`src/rtl/ball_engine.sv`:
```
// Ball engine for a COLS x ROWS pong matrix: ball motion, wall and paddle bounces,
// speed-up, miss detection, scoring and the serve/point/game-over sequence.
module ball_engine #(
    parameter int COLS         = 8,
    parameter int ROWS         = 8,
    parameter int PAD_W        = 3,
    parameter int START_PERIOD = 4,
    parameter int SPEEDUP_HITS = 4,
    parameter int SERVE_WAIT   = 2,
    parameter int WIN_SCORE    = 5,
    parameter int SCORE_W      = 4,
    localparam int XW = $clog2(COLS),
    localparam int YW = $clog2(ROWS)
) (
    input  logic               clk,
    input  logic               rst,
    input  logic               start,
    input  logic               step,
    input  logic [XW-1:0]      padA,
    input  logic [XW-1:0]      padB,
    output logic [XW-1:0]      ballX,
    output logic [YW-1:0]      ballY,
    output logic               dirX,
    output logic               dirY,
    output logic               playing,
    output logic               missA,
    output logic               missB,
    output logic [SCORE_W-1:0] scoreA,
    output logic [SCORE_W-1:0] scoreB,
    output logic               gameOver
);

    localparam int PW = $clog2(START_PERIOD + 1);
    localparam int HW = $clog2(SPEEDUP_HITS + 1);
    localparam int WW = $clog2(SERVE_WAIT + 2);

    localparam logic [XW-1:0]        X_MID     = XW'(COLS / 2);
    localparam logic [YW-1:0]        Y_MID     = YW'(ROWS / 2);
    localparam logic [XW-1:0]        X_MAX     = XW'(COLS - 1);
    localparam logic signed [XW:0]   XMAX_S    = $signed((XW + 1)'(COLS - 1));
    localparam logic signed [XW:0]   ONE_X     = $signed((XW + 1)'(1));
    localparam logic signed [XW:0]   NEG_X     = $signed({(XW + 1){1'b1}});
    localparam logic signed [YW:0]   ONE_Y     = $signed((YW + 1)'(1));
    localparam logic signed [YW:0]   NEG_Y     = $signed({(YW + 1){1'b1}});
    localparam logic signed [YW:0]   YLAST_S   = $signed((YW + 1)'(ROWS - 1));
    localparam logic signed [XW+1:0] H_S       = $signed((XW + 2)'((PAD_W - 1) / 2));
    localparam logic [PW-1:0]        P_START   = PW'(START_PERIOD);
    localparam logic [PW-1:0]        P_ONE     = PW'(1);
    localparam logic [HW-1:0]        HIT_LAST  = HW'(SPEEDUP_HITS - 1);
    localparam logic [WW-1:0]        WAIT_LAST = WW'((SERVE_WAIT > 0) ? SERVE_WAIT - 1 : 0);
    localparam logic [SCORE_W-1:0]   WIN_S     = SCORE_W'(WIN_SCORE);
    localparam logic [SCORE_W-1:0]   S_MAX     = '1;

    typedef enum logic [2:0] {IDLE, SERVE, PLAY, POINT, OVER} state_t;
    state_t state, stateNext;

    logic [PW-1:0] period, stepCnt;
    logic [HW-1:0] hitCnt;
    logic [WW-1:0] waitCnt;

    logic signed [XW:0]   nxRaw, nxWall;
    logic signed [YW:0]   nyRaw;
    logic signed [XW+1:0] nxS, cS;
    logic [XW-1:0]        padAc, padBc, padC;
    logic wallHit, dirXw, atA, atB, inSpan, hitNow, missNow, advance;
    logic serveEntry, newGame;

    // Next-position evaluation; the span test runs on unclipped bounds because the
    // post-wall column is always inside the matrix, so clipping cannot change the result.
    always_comb begin
        padAc   = (padA > X_MAX) ? X_MAX : padA;
        padBc   = (padB > X_MAX) ? X_MAX : padB;
        nxRaw   = $signed({1'b0, ballX}) + (dirX ? ONE_X : NEG_X);
        wallHit = nxRaw[XW] || (nxRaw > XMAX_S);
        dirXw   = wallHit ? ~dirX : dirX;
        nxWall  = wallHit ? ($signed({1'b0, ballX}) - (dirX ? ONE_X : NEG_X)) : nxRaw;
        nyRaw   = $signed({1'b0, ballY}) + (dirY ? ONE_Y : NEG_Y);
        atA     = (nyRaw == '0);
        atB     = (nyRaw == YLAST_S);
        padC    = atA ? padAc : padBc;
        cS      = $signed({2'b00, padC});
        nxS     = $signed({nxWall[XW], nxWall});
        inSpan  = (nxS >= cS - H_S) && (nxS <= cS + H_S);
        hitNow  = (atA || atB) && inSpan;
        missNow = (atA || atB) && !inSpan;
        advance = (state == PLAY) && step && (stepCnt == period - P_ONE);
    end

    always_ff @(posedge clk) begin
        if (rst) state <= IDLE;
        else     state <= stateNext;
    end

    always_comb begin
        stateNext = state;
        case (state)
            IDLE, OVER: if (start) stateNext = SERVE;
            SERVE:      if (step && waitCnt == WAIT_LAST) stateNext = PLAY;
            PLAY:       if (advance && missNow) stateNext = POINT;
            POINT:      if (step) stateNext = (scoreA == WIN_S || scoreB == WIN_S) ? OVER : SERVE;
            default:    stateNext = IDLE;
        endcase
    end

    always_comb begin
        playing  = (state == SERVE) || (state == PLAY) || (state == POINT);
        gameOver = (state == OVER);
    end

    assign serveEntry = (state != SERVE) && (stateNext == SERVE);
    assign newGame    = (state == IDLE) || (state == OVER);

    always_ff @(posedge clk) begin
        if (rst) begin
            ballX   <= X_MID;
            ballY   <= Y_MID;
            dirX    <= 1'b1;
            dirY    <= 1'b1;
            period  <= P_START;
            hitCnt  <= '0;
            stepCnt <= '0;
            waitCnt <= '0;
            scoreA  <= '0;
            scoreB  <= '0;
            missA   <= 1'b0;
            missB   <= 1'b0;
        end else begin
            missA <= 1'b0;
            missB <= 1'b0;
            if (serveEntry) begin
                ballX   <= X_MID;
                ballY   <= Y_MID;
                dirX    <= 1'b1;
                // After a point the serve heads towards whoever missed: A's row is 0.
                dirY    <= newGame | (ballY != '0);
                period  <= P_START;
                hitCnt  <= '0;
                stepCnt <= '0;
                waitCnt <= '0;
                if (newGame) begin
                    scoreA <= '0;
                    scoreB <= '0;
                end
            end else if (state == SERVE && step) begin
                waitCnt <= waitCnt + 1'b1;
            end else if (state == PLAY && step) begin
                stepCnt <= advance ? '0 : stepCnt + 1'b1;
                if (advance) begin
                    ballX <= nxWall[XW-1:0];
                    if (hitNow) begin
                        dirY <= ~dirY;
                        if (nxS == cS - H_S)      dirX <= 1'b0;
                        else if (nxS == cS + H_S) dirX <= 1'b1;
                        else                      dirX <= dirXw;
                        if (hitCnt == HIT_LAST) begin
                            hitCnt <= '0;
                            if (period > P_ONE) period <= period - P_ONE;
                        end else begin
                            hitCnt <= hitCnt + 1'b1;
                        end
                    end else begin
                        ballY <= nyRaw[YW-1:0];
                        dirX  <= dirXw;
                        if (missNow && atA) begin
                            missA <= 1'b1;
                            if (scoreB != S_MAX) scoreB <= scoreB + 1'b1;
                        end else if (missNow) begin
                            missB <= 1'b1;
                            if (scoreA != S_MAX) scoreA <= scoreA + 1'b1;
                        end
                    end
                end
            end
        end
    end

endmodule

```
`config.mk`:
```
export PLATFORM = sky130hd
export DESIGN_NAME = ball_engine
export DESIGN_NICKNAME = d
export VERILOG_FILES = /design/src/rtl/ball_engine.sv
export SDC_FILE = /design/constraint.sdc
export NUM_CORES = 1
export LEC_CHECK = 0
export CAP_MARGIN = 15
export CORE_MARGIN = 2
export CORE_UTILIZATION = 35
export DETAILED_ROUTE_END_ITERATION = 6
export GPL_TIMING_DRIVEN = 0
export PLACE_DENSITY = 0.59
export SYNTH_ARGS = -nofsm -noshare
export SYNTH_HDL_FRONTEND = slang
export SYNTH_SLANG_ARGS = --single-unit
```
`constraint.sdc`:
```
create_clock -name clk -period 5 [get_ports clk]
set_input_delay 1 -clock clk [delete_from_list [all_inputs] [get_ports clk]]
set_output_delay 1 -clock clk [all_outputs]
set_load 0.02 [all_outputs]
```
Word level (Yosys, flattened, before mapping)

Cells that the tools add are included.

Register bits after elaboration: 32
Input bits: 10
Output and inout port bits: 20
Logic and storage cells: 137

Add/sub/neg operators: 11
$lt $le $gt $ge: 6
Eq/ne operators: 20
Mux-type cells: 41
Bitwise operators: 7
Reduce and logical (&&, ||, !) cells: 39

Operators with widths:

| cell                                                 | number |
|---|---|
| two-way mux 4 bit                                    | 19 |
| two-way mux 3 bit                                    | 10 |
| nonzero test 2 bit                                   | 7 |
| one-hot mux 3 bit (4 select lines)                   | 1 |
| AND reduction 4 bit                                  | 3 |
| two-way mux 1 bit                                    | 11 |
| logical AND 1 bit                                    | 10 |
| equality test 3 x 2 -> 1 bit (second input constant) | 3 |
| adder 4 x 1 -> 4 bit (second input constant)         | 2 |
| adder 4 bit                                          | 2 |
| equality test 4 x 3 -> 1 bit (second input constant) | 2 |
| inequality test 4 bit (second input constant)        | 2 |
| AND reduction 8 bit                                  | 1 |
| AND reduction 7 bit                                  | 1 |
| OR reduction 7 bit                                   | 1 |
| adder 3 x 1 -> 3 bit (second input constant)         | 2 |
| equality test 3 x 1 -> 1 bit (second input constant) | 2 |
| > comparator 3 bit (second input constant)           | 2 |
| logical OR 1 bit                                     | 6 |
| inverter 1 bit                                       | 6 |
| AND reduction 6 bit                                  | 1 |
| OR reduction 6 bit                                   | 1 |
| equality test 4 x 5 -> 1 bit                         | 1 |
| <= comparator 4 x 5 -> 1 bit                         | 1 |
| other kinds (24)                                     | 27 |

Longest topological paths before layout

Gate-level depths: netlist of the first run.

Depth in word-level cells: 16
Gate-level depth with buffers: 17
Gate-level depth less buffers: 16

Least setup slack after synthesis of the first run

OpenSTA, ideal clock, no wires.

Path type: flip-flop to flip-flop
From: reg dirY
To: reg period[0]
Data arrival time: 3.885 ns
Slack: 1.045 ns
Stages on the path, launching flop included: 15
Buffers on the path: 0
Period minus slack after synthesis: 3.955 ns
Path through: dfxtp_1 > inv_1 > fa_1 > xnor2_1 > nand2_1 > nor3_2 > mux2i_1 > ha_1 > ha_1 > nor2b_1 > o21ai_0 > a32oi_2 > o2111ai_4 > or4b_1 > a21oi_1

Cells in the longest elaborated chain, start to end: 15

RTL lines:

| what                                                                | line | source |
|---|---|---|
| from (decl)                                                         | 24   | `output logic dirY,` |
| from (signal assigned)                                              | 135  | `dirY <= newGame \| (ballY != '0);` |
| from (signal assigned)                                              | 151  | `dirY <= ~dirY;` |
| two-way mux 4 bit (*)                                               | 77   | `nyRaw = $signed({1'b0, ballY}) + (dirY ? ONE_Y : NEG_Y);` |
| adder 4 bit (*)                                                     | 77   |  |
| zero test 4 bit                                                     | 78   | `atA = (nyRaw == '0);` |
| two-way mux 3 bit                                                   | 80   | `padC = atA ? padAc : padBc;` |
| adder 3 x 1 -> 4 bit or subtractor 3 x 1 -> 4 bit (tied branches)   | 83   | `inSpan = (nxS >= cS - H_S) && (nxS <= cS + H_S);` |
| <= comparator 4 x 5 -> 1 bit or >= comparator 4 bit (tied branches) | 83   |  |
| logical AND 1 bit                                                   | 83   |  |
| zero test 1 bit                                                     | 85   | `missNow = (atA \|\| atB) && !inSpan;` |
| logical AND 1 bit                                                   | 85   |  |
| logical AND 1 bit                                                   | 99   | `PLAY: if (advance && missNow) stateNext = POINT;` |
| two-way mux 3 bit                                                   | 99   |  |
| one-hot mux 3 bit (4 select lines)                                  | 96   | `case (state)` |
| equality test 3 x 1 -> 1 bit                                        | 110  | `assign serveEntry = (state != SERVE) && (stateNext == SERVE);` |
| logical AND 1 bit                                                   | 110  |  |
| OR reduction 2 bit (no source line)                                 | n/a  |  |
| to (signal assigned)                                                | 157  | `if (period > P_ONE) period <= period - P_ONE;` |
| to (decl)                                                           | 57   | `logic [PW-1:0] period, stepCnt;` |

Every way passes the cells marked *; elsewhere a longest branch is shown, timed or not.
A chain may end at the register's enable or synchronous reset.

Final worst setup path of the first run

From: reg dirY
To: reg scoreB[1]

Cells in the longest elaborated chain, start to end: 16

RTL lines:

| what                                                                          | line | source |
|---|---|---|
| two-way mux 4 bit (*)                                                         | 77   |  |
| adder 4 bit (*)                                                               | 77   |  |
| zero test 4 bit                                                               | 78   |  |
| two-way mux 3 bit                                                             | 80   |  |
| adder 3 x 1 -> 4 bit or subtractor 3 x 1 -> 4 bit (tied branches)             | 83   |  |
| <= comparator 4 x 5 -> 1 bit or >= comparator 4 bit (tied branches)           | 83   |  |
| logical AND 1 bit                                                             | 83   |  |
| zero test 1 bit                                                               | 85   |  |
| logical AND 1 bit                                                             | 85   |  |
| logical AND 1 bit                                                             | 99   |  |
| two-way mux 3 bit                                                             | 99   |  |
| one-hot mux 3 bit (4 select lines)                                            | 96   |  |
| equality test 3 x 1 -> 1 bit                                                  | 110  |  |
| logical AND 1 bit                                                             | 110  |  |
| inequality test 2 x 1 -> 1 bit (no source line), or another cell as far along | n/a  |  |
| AND reduction 7 bit (no source line)                                          | n/a  |  |
| to (signal assigned)                                                          | 166  | `if (scoreB != S_MAX) scoreB <= scoreB + 1'b1;` |
| to (decl)                                                                     | 29   | `output logic [SCORE_W-1:0] scoreB,` |

Marks and branches as above.

==> results of run 1 <==
-- area by class of cell --
cell class / count / area (sq um) / area share (%)
Inverter: 22 / 82.6 / 2.92
Multi-Input combinational cell: 210 / 1600 / 56.6
Tap cell: 77 / 96.3 / 3.41
Sequential cell: 32 / 641 / 22.7
Timing Repair Buffer: 28 / 280 / 9.92
Buffer: 9 / 37.5 / 1.33
Clock buffer: 8 / 90.1 / 3.19
-- cell usage after synthesis, drive strengths merged, types with 3 or more instances --
| library cell | instances |
|---|---|
| nand3 | 7 |
| mux2i | 10 |
| nand2b | 7 |
| buf | 4 |
| dfxtp | 32 |
| xnor2 | 8 |
| nor3b | 3 |
| nor3 | 8 |
| nor2 | 12 |
| a32oi | 3 |
| ha | 26 |
| nand2 | 26 |
| a21oi | 21 |
| nand4 | 6 |
| a21o | 3 |
| a31o | 3 |
| xor2 | 6 |
| fa | 3 |
| or3 | 5 |
| and3 | 9 |
| clkbuf | 5 |
| o21ai | 9 |
| a211oi | 4 |
| inv | 22 |
-- worst max-delay path, cell delays in order (launching register included) --
cell and delay [ns]:
dfxtp_1 0.36, inv_1 0.13, fa_1 0.40, xnor2_1 0.24
nand2_1 0.18, nor3_4 0.33, mux2i_1 0.40, inv_1 0.09
ha_1 0.21, xor2_1 0.16, ha_1 0.33, nand2_1 0.06
o21ai_0 0.28, o2111ai_1 0.18, a31oi_1 0.40, buf_2 0.28
nand2_1 0.16, mux2i_1 0.15
-- cells by family (layout without fill, tap and decap cells) --
logic type                 after synthesis  after routing  synth area share [%]
muxes                                   10             10                  4.26
adders and majority gates               29             29                  16.4
DFF                                     32             32                  27.3
xor gates and xnor gates                14             14                  5.22
buffers and inverters                   31             67                  5.11
AOI/OAI and AO/OA                       59             59                  19.1
and+or+nand+nor                         98             98                  22.6
-- flip-flops by register name (all words and copies together) (netlist names) --
name and flops:
waitCnt 2, scoreB 4, state 3, scoreA 4, missA 1, dirX 1, hitCnt 3, period 3
dirY 1, ballX 3, stepCnt 3, missB 1, ballY 3
-- worst paths after layout --
| path | start | end | slack, ns | cells past startpoint |
|---|---|---|---|---|
| hold / removal | hitCnt[2]$_SDFFE_PP0P_ | hitCnt[2]$_SDFFE_PP0P_ | 0.43 | 2 |
| setup / recovery | dirY$_SDFFE_PP1P_ | scoreB[1]$_SDFFE_PP0P_ | 0.54 | 17 |
| hold reg to reg | hitCnt[2]$_SDFFE_PP0P_ | hitCnt[2]$_SDFFE_PP0P_ | 0.43 | 2 |
| setup reg to reg | dirY$_SDFFE_PP1P_ | scoreB[1]$_SDFFE_PP0P_ | 0.54 | 17 |
-- cell usage in the layout (no fill, tap or decap), types with 2 or more instances in the layout --
cell type	n
xor2_1	6
inv_1	22
ha_1	26
nor2_1	12
clkbuf_1	7
a31o_2	2
o31ai_1	2
a21o_1	2
a211oi_1	3
fa_1	3
nand2b_1	7
or3_1	5
mux2i_1	9
nor3b_1	3
nand4_1	6
clkdlybuf4s50_1	28
a32oi_1	2
nand2_1	26
xnor2_1	8
a21oi_1	20
clkbuf_8	6
nand3_1	7
nor3_1	7
and4_1	2
a31oi_1	2
o22ai_1	2
and2b_1	2
buf_2	3
and3_1	9
o21ai_1	2
o21ai_0	7
dfxtp_1	32
nor2b_1	2
-- through the flow --
stage / hold WS, ns / power, mW / setup slack, ns / cell area [sq um]
after detailed placement: 0.424 / 0.316 / 0.459 / 2730
after floorplan: 0.408 / 0.298 / 1.04 / 2350
final: 0.435 / 0.520 / 0.537 / 2830
after global routing: 0.461 / 0.546 / 0.0773 / 2830
after CTS: 0.433 / 0.531 / 0.418 / 2820
after global placement: 0.415 / 0.315 / 0.495 / 2730
-- layer usage --
layer	vias to the layer above	share of wire (%)	global-route usage, %
li1	1048	-	-
met1	974	51	20.2
met2	31	44	23.3
met3	4	3.5	1.92
met4	0	0.93	6.93
met5	-	0	0
-- power breakdown --
part / internal [mW] / total (mW) / switching [mW]
clock: 0.112 / 0.210 / 0.0976
sequential: 0.256 / 0.258 / 0.00156
combinational: 0.0214 / 0.0523 / 0.0309
==> results.sh, run 1 <==
export IMPL_cts_max_path_buffers=2
export IMPL_synth_cell_types=57
export IMPL_period_share_pct=89.3
export IMPL_slew_headroom_pct=50.9
export IMPL_synth_top_area_cell="dfxtp_1"
export IMPL_numPortBuffers=28
export IMPL_setup_violations=0
export IMPL_end_kind="flip-flop"
export IMPL_synth_seq_area_share_pct=27.3
export IMPL_cts_hold_buf=0
export IMPL_min_period_ns=4.46
export IMPL_viasPerCell=5.33
export IMPL_rsz0062_at_grt="no"
export IMPL_cts_root_buf="clkbuf_8"
export IMPL_rows=29
export IMPL_grt_max_degree=11
export IMPL_synth_area_per_cell_sq_um=8.60
export IMPL_maxSlewViolCount=0
export IMPL_fillCellCount=664
export IMPL_worst_setup_hold_path_clk_slew_ns=0.07
export IMPL_gp_congestion=0.743
export IMPL_synth_ff_type="dfxtp_1"
export IMPL_finalHoldViolCount=0
export IMPL_final_cells=386
export IMPL_h_tree_depth=2
export IMPL_startpoint_type="flip-flop"
export IMPL_synth_edf_count=0
export IMPL_fmax_ghz=0.224
export IMPL_cts_resized=0
export IMPL_cp_data_arrival_time_ns=4.63
export IMPL_drtIter0Drc=101
export IMPL_final_antenna_net_count=0
export IMPL_grt_pass1_wl_mm=8.76
export IMPL_ys_warnings_count=0
export IMPL_cts_setup_buffers=0
export IMPL_gr_total_overflow=0
export IMPL_powerDensity_nw_per_um2=184
export IMPL_place_detailed_hpwl_mm=3.99
export IMPL_maxCapViolCount=0
export IMPL_fin_skew_ns=0.00545
export IMPL_holdCritPathClass="reg -> reg"
export IMPL_status="finished clean"
export IMPL_ys_ff_latch=32
export IMPL_fin_tns_setup_ns=0
export IMPL_synth_nets=312
export IMPL_grt_total_usage_pct=14.8
export IMPL_p_leak_nw=1.14
export IMPL_die_w_um=85.9
export IMPL_dp_cells=378
export IMPL_fin_nets=347
export IMPL_criticalPathCategory="reg -> reg"
export IMPL_die_area_sq_um=7380
export IMPL_wl_per_cell_um=13.4
export IMPL_post_route_util_pct=44.0
export IMPL_core_sq_um=6420
export IMPL_grt_antenna_before_repair=0
export IMPL_crit_required_ns=5.17
export IMPL_synth_cells=273
export IMPL_wl_mm=5.17
export IMPL_tightest_slew_ns=0.736
export IMPL_netlist_top_cells_area="dfxtp_1, ha_1, a21oi_1"
export IMPL_first_pass_iters=4
export IMPL_clock_sinks=32
export IMPL_die_h_um=85.9
export IMPL_ioPinCount=30
export IMPL_initial_core_util_pct=36.6
export IMPL_insertion_delay_ns=0.29
export IMPL_diodes=0
export IMPL_netlist_area_sq_um=2350
export IMPL_yosysTopAreaCellShare_pct=27.3
export IMPL_drive_gt1_share_pct=7.12
export IMPL_ir_drop_mv=0.0913
export IMPL_syn2layout_area_growth_pct=20.3
export IMPL_crit_path_max_fanout=10
export IMPL_drcViolationCount=0
export IMPL_cts_made_buffers=5
export IMPL_async_reset_ff_share_pct=0
export IMPL_num_vias=2057
export IMPL_grt_pass1_vias=1926
export IMPL_cts_tree="yes"
Power figures use the tool's default switching activity.
==> run 2: changes to the inputs <==
--- a/config.mk
+++ b/config.mk
@@ -6,11 +6,11 @@
 export NUM_CORES = 1
 export LEC_CHECK = 0
 export CAP_MARGIN = 15
-export CORE_MARGIN = 2
-export CORE_UTILIZATION = 35
+export CORE_MARGIN = 10
+export CORE_UTILIZATION = 40
 export DETAILED_ROUTE_END_ITERATION = 6
 export GPL_TIMING_DRIVEN = 0
-export PLACE_DENSITY = 0.59
+export PLACE_DENSITY = 0.65
 export SYNTH_ARGS = -nofsm -noshare
 export SYNTH_HDL_FRONTEND = slang
 export SYNTH_SLANG_ARGS = --single-unit
==> constraint.sdc (replaced) <==
create_clock -name clk -period 4.55 [get_ports clk]
set_input_delay 0.91 -clock clk [delete_from_list [all_inputs] [get_ports clk]]
set_output_delay 0.91 -clock clk [all_outputs]
set_load 0.02 [all_outputs]
==> results.sh, run 2 (same netlist as run 1, synthesis figures left out) <==
export IMPL_holdCritPathClass="reg -> reg"
export IMPL_cts_made_buffers=5
export IMPL_wl_mm=5.51
export IMPL_drtIter0Drc=94
export IMPL_tightest_slew_ns=0.730
export IMPL_drive_gt1_share_pct=9.87
export IMPL_core_sq_um=5610
export IMPL_viasPerCell=5.40
export IMPL_fin_tns_setup_ns=0
export IMPL_fmax_ghz=0.235
export IMPL_final_cells=386
export IMPL_initial_core_util_pct=41.9
export IMPL_top_layer="met4"
export IMPL_met1_length_mm=2.73
export IMPL_syn2layout_area_growth_pct=24.0
export IMPL_grt_pass1_wl_mm=9.26
export IMPL_ir_drop_mv=0.170
export IMPL_die_h_um=96.6
export IMPL_diodes=0
export IMPL_final_antenna_net_count=0
export IMPL_num_vias=2085
export IMPL_drcViolationCount=0
export IMPL_crit_path_max_fanout=9
export IMPL_worst_setup_hold_path_clk_slew_ns=0.07
export IMPL_largestRegisters="scoreA: 4 flops, scoreB: 4 flops"
export IMPL_whs_ns=0.445
export IMPL_wl_per_cell_um=14.3
export IMPL_first_pass_iters=4
export IMPL_die_area_sq_um=9340
export IMPL_gr_total_overflow=0
export IMPL_pre_cts_ws_ns=-0.00200
export IMPL_insertion_delay_ns=0.28
export IMPL_p_leak_nw=1.18
export IMPL_dpl_cell_area_sq_um=2720
export IMPL_rsz0062_at_grt="no"
export IMPL_final_area_sq_um=2910
export IMPL_maxCapViolCount=0
export IMPL_rows=27
export IMPL_finalPower_uw=575
export IMPL_wl_met3_um=207
export IMPL_startpoint_type="flip-flop"
export IMPL_status="finished clean"
export IMPL_maxSlewViolCount=0
export IMPL_cts_tree="yes"
export IMPL_crit_required_ns=4.76
export IMPL_place_detailed_hpwl_mm=4.10
export IMPL_dr_wl_met2_mm=2.45
export IMPL_gp_congestion=0.795
export IMPL_criticalPathCategory="reg -> reg"
export IMPL_min_path_cells=2
export IMPL_clock_sinks=32
export IMPL_grt_total_usage_pct=11.4
export IMPL_setup_violations=0
export IMPL_period_share_pct=93.6
export IMPL_h_tree_depth=2
export IMPL_die_w_um=96.6
export IMPL_dp_cells=373
export IMPL_powerDensity_nw_per_um2=197
export IMPL_grt_antenna_before_repair=0
export IMPL_cts_root_buf="clkbuf_8"
export IMPL_cts_max_path_buffers=2
export IMPL_cp_data_arrival_time_ns=4.47
export IMPL_post_route_util_pct=51.9
export IMPL_grt_max_degree=11
export IMPL_min_period_ns=4.26
export IMPL_mostFrequentLayoutCells="dfxtp_1, clkdlybuf4s50_1, nand2_1, ha_1, inv_1"
export IMPL_final_common_cell="dfxtp_1"
export IMPL_slew_headroom_pct=51.4
export IMPL_end_kind="flip-flop"
export IMPL_ioPinCount=30
export IMPL_fin_skew_ns=0.00409
export IMPL_cts_hold_buf=0
export IMPL_grt_pass1_vias=1955
export IMPL_fin_nets=352
export IMPL_finalHoldViolCount=0
export IMPL_numPortBuffers=28
export IMPL_reg2reg_depth=15
export IMPL_finalWorstSetupSlack_ns=0.289
==> run 2: changes by cell type in the layout (fill, tap and decap cells not counted), moves of 2 or more <==
cell      before  now
clkinv_2       0    2
mux2i_4        0    2
clkbuf_1       7    4
buf_4          0    4
==> run 2: what timing repair did <==
item | 4_1_cts | 5_1_grt
gates resized for setup | 1 | 8
pin swaps | 0 | 2
setup buffers | 0 | 5
setup endpoints to repair | 4 | 18
==> run 2: worst paths after layout <==
check                                 to  slack [ns]              startpoint
setup / recovery  period[0]$_SDFFE_PP0P_        0.29       dirY$_SDFFE_PP1P_
hold / removal    hitCnt[2]$_SDFFE_PP0P_        0.44  hitCnt[2]$_SDFFE_PP0P_
setup reg to reg  period[0]$_SDFFE_PP0P_        0.29       dirY$_SDFFE_PP1P_
hold reg to reg   hitCnt[2]$_SDFFE_PP0P_        0.44  hitCnt[2]$_SDFFE_PP0P_
==> run 2: final cells by class <==
type	count	area (sq um)
clock inverters	2	10.0
plain buffers	9	38.8
inverters	22	82.6
well taps	72	90.1
fillers	569	2700
multi-input cells	210	1640
repair buffers	33	330
flip-flops and latches	32	641
clock buffers	6	82.6
==> run 2: power by group <==
group | switching [mW] | internal (mW)
clock | 0.109 | 0.121
combinational | 0.0363 | 0.0257
sequential | 0.00173 | 0.282
==> run 2: worst max-delay path, stage by stage, from the launching register on <==
cell and delay [ns]:
dfxtp_1 0.36, inv_1 0.13, fa_1 0.40, xnor2_1 0.24, nand2_1 0.19, nor3_4 0.23, buf_12 0.15, buf_4 0.11
mux2i_1 0.37, nand3_1 0.15, ha_1 0.34, nand4_1 0.21, a32oi_4 0.37, o2111ai_4 0.25, or4b_1 0.55, a21oi_1 0.15
==> run 2: layer usage <==
layer / GRT usage [%] / vias to the layer above
li1: - / 1058
met1: 14.9 / 975
met2: 17.2 / 45
met3: 2.20 / 7
met4: 6.09 / 0
met5: 0 / -
==> run 3: changes to the inputs <==
--- a/config.mk
+++ b/config.mk
@@ -10,7 +10,7 @@
 export CORE_UTILIZATION = 40
 export DETAILED_ROUTE_END_ITERATION = 6
 export GPL_TIMING_DRIVEN = 0
-export PLACE_DENSITY = 0.65
+export PLACE_DENSITY = 0.67
 export SYNTH_ARGS = -nofsm -noshare
 export SYNTH_HDL_FRONTEND = slang
 export SYNTH_SLANG_ARGS = --single-unit
==> constraint.sdc (replaced) <==
create_clock -name clk -period 3.8 [get_ports clk]
set_input_delay 0.76 -clock clk [delete_from_list [all_inputs] [get_ports clk]]
set_output_delay 0.76 -clock clk [all_outputs]
set_load 0.02 [all_outputs]
==> results.sh, run 3 (same netlist as run 1, synthesis figures left out) <==
export IMPL_status="finished clean"
export IMPL_grt_pass1_vias=2086
export IMPL_drive_gt1_share_pct=25.0
export IMPL_cts_root_buf="clkbuf_8"
export IMPL_cts_made_buffers=5
export IMPL_fin_nets=374
export IMPL_path_cells="inv_8, fa_2, xnor2_4, nand2_2, nor3_4, buf_6, mux2i_4, inv_2, ha_2, xor2_1, ha_1, nand2_2, o21ai_4, o311ai_4, a31oi_4, buf_6, nand2_4, o31ai_2"
export IMPL_crit_required_ns=4.01
export IMPL_wl_mm=6.01
export IMPL_finalWorstSetupSlack_ns=0.0230
export IMPL_drcViolationCount=0
export IMPL_mostFrequentLayoutCells="dfxtp_1, clkdlybuf4s50_1, buf_4"
export IMPL_grt_pass1_wl_mm=9.47
export IMPL_crit_path_max_fanout=5
export IMPL_first_pass_iters=4
export IMPL_die_area_sq_um=9340
export IMPL_num_vias=2210
export IMPL_dpl_cell_area_sq_um=2740
export IMPL_whs_ns=0.434
export IMPL_cts_hold_buf=0
export IMPL_place_detailed_hpwl_mm=4.11
export IMPL_min_path_cells=2
export IMPL_insertion_delay_ns=0.29
export IMPL_grt_max_degree=13
export IMPL_cpMaxStageDelayCell="dfxtp_4"
export IMPL_cts_tree="yes"
export IMPL_end_kind="flip-flop"
export IMPL_setup_violations=0
export IMPL_grt_antenna_before_repair=0
export IMPL_final_antenna_net_count=0
export IMPL_wl_per_cell_um=14.7
export IMPL_pre_cts_ws_ns=-0.492
export IMPL_ir_drop_mv=0.171
export IMPL_min_period_ns=3.78
export IMPL_initial_core_util_pct=41.9
export IMPL_gp_congestion=0.810
export IMPL_rows=27
export IMPL_largestRegisters="scoreA: 4 flops, scoreB: 4 flops"
export IMPL_clock_sinks=32
export IMPL_powerDensity_nw_per_um2=229
export IMPL_rsz0062_at_grt="yes"
export IMPL_fmax_ghz=0.265
export IMPL_post_route_util_pct=59.0
export IMPL_h_tree_depth=2
export IMPL_diodes=0
export IMPL_tightest_slew_ns=0.705
export IMPL_startpoint_type="flip-flop"
export IMPL_numPortBuffers=28
export IMPL_final_area_sq_um=3310
export IMPL_syn2layout_area_growth_pct=40.9
export IMPL_period_share_pct=99.4
export IMPL_finalHoldViolCount=0
export IMPL_die_w_um=96.6
export IMPL_final_cells=408
export IMPL_cp_data_arrival_time_ns=3.99
export IMPL_dp_cells=373
export IMPL_worst_setup_hold_path_clk_slew_ns=0.07
export IMPL_fin_skew_ns=0.00626
export IMPL_critical_path_max_stage_delay_ns=0.38
export IMPL_ioPinCount=30
export IMPL_drtIter0Drc=79
export IMPL_viasPerCell=5.42
export IMPL_core_sq_um=5610
export IMPL_die_h_um=96.6
export IMPL_slew_headroom_pct=53.0
export IMPL_cts_max_path_buffers=2
export IMPL_grt_total_usage_pct=11.5
export IMPL_maxCapViolCount=0
export IMPL_maxSlewViolCount=0
export IMPL_reg2reg_depth=18
export IMPL_p_leak_nw=1.35
export IMPL_criticalPathCategory="reg -> reg"
export IMPL_holdCritPathClass="reg -> reg"
export IMPL_gr_total_overflow=0
-- run 3: cell count changes in the layout (fill, tap and decap cells not counted), moves of 4 or more --
cell     before  now
buf_4         4   24
a21oi_1      20   15
a21oi_2       0    5
buf_6         0    5
dfxtp_1      32   28
nand2_1      26   22
-- run 3: worst paths after layout --
kind                                              from                     end  slack (ns)
worst max-delay path                 dirY$_SDFFE_PP1P_  scoreA[0]$_SDFFE_PP0P_        0.02
worst min-delay path            hitCnt[2]$_SDFFE_PP0P_  hitCnt[2]$_SDFFE_PP0P_        0.43
worst max register to register       dirY$_SDFFE_PP1P_  scoreA[0]$_SDFFE_PP0P_        0.02
worst min register to register  hitCnt[2]$_SDFFE_PP0P_  hitCnt[2]$_SDFFE_PP0P_        0.43
-- run 3: worst max-delay path, delay by kind of cell, from the launching register on --
kind | cells | cell delay [ns]
AO/OA/AOI/OAI | 4 | 0.94
XOR/XNOR | 2 | 0.33
adder cells (fa/ha/maj) | 3 | 0.93
buffers and inverters | 4 | 0.43
flip-flops | 1 | 0.38
multiplexers | 1 | 0.27
AND/OR/NAND/NOR | 4 | 0.40
-- run 3: where the power goes --
group,internal (mW),switching [mW]
clock network,0.194,0.128
logic,0.0439,0.0533
registers,0.335,0.00191
total,0.574,0.183
-- run 3: stage by stage --
stage / total power, mW / TNS [ns]
6_report: 0.757 / 0
5_1_grt: 0.787 / -1.08
4_1_cts: 0.750 / 0
3_5_place_dp: 0.417 / -7.03
3_3_place_gp: 0.416 / -6.63
2_1_floorplan: 0.393 / 0
-- run 3: repair_timing --
| action | in CTS | in global routing |
|---|---|---|
| resized for setup | 21 | 35 |
| pin swaps | 10 | 25 |
| buffers inserted | 12 | 15 |
| endpoints found under the setup margin | 22 | 22 |
| cloned | 0 | 1 |
-- run 3: area by class of cell --
cell class / count / area, sq um
multi-input cells: 210 / 1820
flip-flops and latches: 32 / 653
clock buffers: 6 / 72.6
repair buffers: 56 / 505
clock inverters: 2 / 35.0
well taps: 72 / 90.1
plain buffers: 8 / 40.0
inverters: 22 / 90.1
fillers: 511 / 2300
-- run 3: layer usage --
layer	wire length [um]	part of all wire, %	up-vias	track usage, %
met5	0	0	-	0
met4	83	1.4	0	4.51
met3	310	5.2	8	3.62
met2	3050	51	33	20.2
met1	2570	43	1066	12.5
li1	-	-	1103	-
==> edit, RTL diff (settings of run 2) <==
Encoding of `state_t`: now one-hot (5 bits for 5 states).
--- a/src/rtl/ball_engine.sv
+++ b/src/rtl/ball_engine.sv
@@ -51,7 +51,7 @@
     localparam logic [SCORE_W-1:0]   WIN_S     = SCORE_W'(WIN_SCORE);
     localparam logic [SCORE_W-1:0]   S_MAX     = '1;
 
-    typedef enum logic [2:0] {IDLE, SERVE, PLAY, POINT, OVER} state_t;
+    typedef enum logic [4:0] {IDLE = 5'b00001, SERVE = 5'b00010, PLAY = 5'b00100, POINT = 5'b01000, OVER = 5'b10000} state_t;
     state_t state, stateNext;
 
     logic [PW-1:0] period, stepCnt;
Check against the original RTL: same outputs for any inputs over 10 cycles, from zero or initial values and one cycle with rst high; not proved beyond that.
==> edit against run 2 <==
  * Design area increased by 3.7%
  * Final cell count up 0.78%
  * Area after synthesis grew 4.2%
  * Total power up 11%
  * Sequential cell count is 2 higher
  * Routed wire length shrank 1.0%
  * Largest cell class unchanged
  * Setup slack got worse by 0.068 ns
  * Highest routed layer unchanged
  * Critical endpoint is now scoreA[0]
  * Maximum frequency fell by 1.6%
  * Critical path depth is 4 higher
  * Core utilization decreased by 0.93 points
  * Sequential share of layout area is 0.58 points higher
==> edit: results (changes against run 2) <==
{
  "sta": {
    "worst_slew_margin_rel": {"value": 65.9, "unit": "%", "change": "+14 points"},
    "finClkSkew": {"value": 0.00652, "unit": "ns", "change": "+0.00244 ns"},
    "final_min_period": {"value": 4.33, "unit": "ns", "change": "+0.0682 ns"},
    "fin_worst_hold_slack": {"value": 0.439, "unit": "ns", "change": "-0.00594 ns"}
  },
  "placement": {
    "placedCellCount": {"value": 376, "change": "+0.80%"},
    "place_worst_setup_slack": {"value": -0.323, "unit": "ns", "change": "-0.321 ns"},
    "placed_area": {"value": 2830, "unit": "µm²", "change": "+4.1%"}
  },
  "worst_setup_path": {
    "timing.reg2reg.worst_path_depth": {"value": 19, "change": "+4"},
    "crit_fanout": {"value": 10, "change": "+1"},
    "worstPathArrival": {"value": 4.56, "unit": "ns", "change": "+0.09 ns"},
    "setup.worst_path.end": "scoreA[0]",
    "crit_path_top_delay_cell": "sky130_fd_sc_hd__or4_1"
  },
  "cells_and_area": {
    "final_layout_size_suffix_gt1_share": {"value": 16.2, "unit": "%", "change": "+6.4 points"},
    "largestRegisters": "state: 5 flops, scoreA: 4 flops, scoreB: 4 flops"
  },
  "synth": {
    "synth_commonest_cells": "34 x sky130_fd_sc_hd__dfxtp_1, 26 x sky130_fd_sc_hd__ha_1, 22 x sky130_fd_sc_hd__nand2_1, 20 x sky130_fd_sc_hd__a21oi_1, 20 x sky130_fd_sc_hd__nor2_1",
    "syn_inst": {"value": 272, "change": "-0.37%"},
    "synthesis.nets": {"value": 311, "change": "-0.32%"}
  },
  "global_route": {
    "track_usage": {"value": 11.6, "unit": "%", "change": "+0.14 points"},
    "wire_length_of_the_first_global_routing_pass": {"value": 9470, "unit": "µm", "change": "+2.2%"},
    "grtUsageMet2": {"value": 18.9, "unit": "%", "change": "+1.8 points"},
    "globalRouteMet1Util": {"value": 14.0, "unit": "%", "change": "-0.97 points"},
    "grtUsageMet3": {"value": 3.81, "unit": "%", "change": "+1.6 points"}
  },
  "route": {
    "viasPerCell": {"value": 5.17, "change": "-4.3%"},
    "drtIter0Drc": {"value": 56, "change": "-40%"},
    "avgRoutedWirePerCell": {"value": 14.0, "unit": "µm", "change": "-1.8%"}
  },
  "pwr": {
    "power_leakage": {"value": 1.21, "unit": "nW", "change": "+2.5%"},
    "peakVddDrop": {"value": 0.192, "unit": "mV", "change": "+13%"},
    "p_switching": {"value": 173, "unit": "µW", "change": "+18%"}
  },
  "run_status": {
    "run_status": "complete, no violations"
  }
}
-- edit: cell types whose count changed in the layout (fill, tap and decap cells not counted), sizes merged, moves of 3 or more --
cell | run 2 | this run
nor2 | 12 | 25
nor2b | 2 | 5
nand2b | 7 | 2
and2 | 1 | 4
nand2 | 26 | 22
or4 | 0 | 3
inv | 22 | 17
nor3 | 8 | 12
and3 | 9 | 2
mux2i | 10 | 5
xor2 | 6 | 9
-- edit: area by class of cell --
cell class | count | area, µm²
Fill cell | 571 | 2900
Multi-Input combinational cell | 214 | 1710
Sequential cell | 34 | 682
Timing Repair Buffer | 34 | 340
Tap cell | 75 | 93.8
Clock buffer | 7 | 86.3
Inverter | 17 | 63.8
Buffer | 7 | 41.3
Clock inverter | 1 | 5.00
-- edit: kinds of logic (layout without fill, tap and decap cells) --
logic type / Yosys count / count (layout) / share of synthesized area (%)
AO/OA/AOI/OAI: 56 / 56 / 17.6
XOR/XNOR: 19 / 19 / 6.80
adder cells (fa/ha/maj): 29 / 29 / 15.8
buffers and inverters: 24 / 66 / 4.30
flip-flops: 34 / 34 / 27.8
multiplexers: 5 / 5 / 2.05
AND/OR/NAND/NOR: 105 / 105 / 25.7
-- edit: per-layer routing --
layer,vias to the layer above,part of all wire [%]
met4,0,1.2
met1,930,47
met2,23,47
met5,-,0
met3,5,4.7
li1,1052,-
-- edit: power groups by stage --
stage	Sequential, mW	Clock (mW)	Combinational [mW]
after detailed placement	0.312	0	0.102
after floorplan	0.311	0	0.0742
after CTS	0.305	0.240	0.103
after global routing	0.306	0.251	0.119
final	0.305	0.231	0.105
after global placement	0.312	0	0.102
-- edit: timing repair --
item,in CTS,in global routing
pin swaps,1,2
buffers inserted,2,3
endpoints found under the setup margin,24,24
hold endpoints to repair,0,0
gates resized for setup,2,7
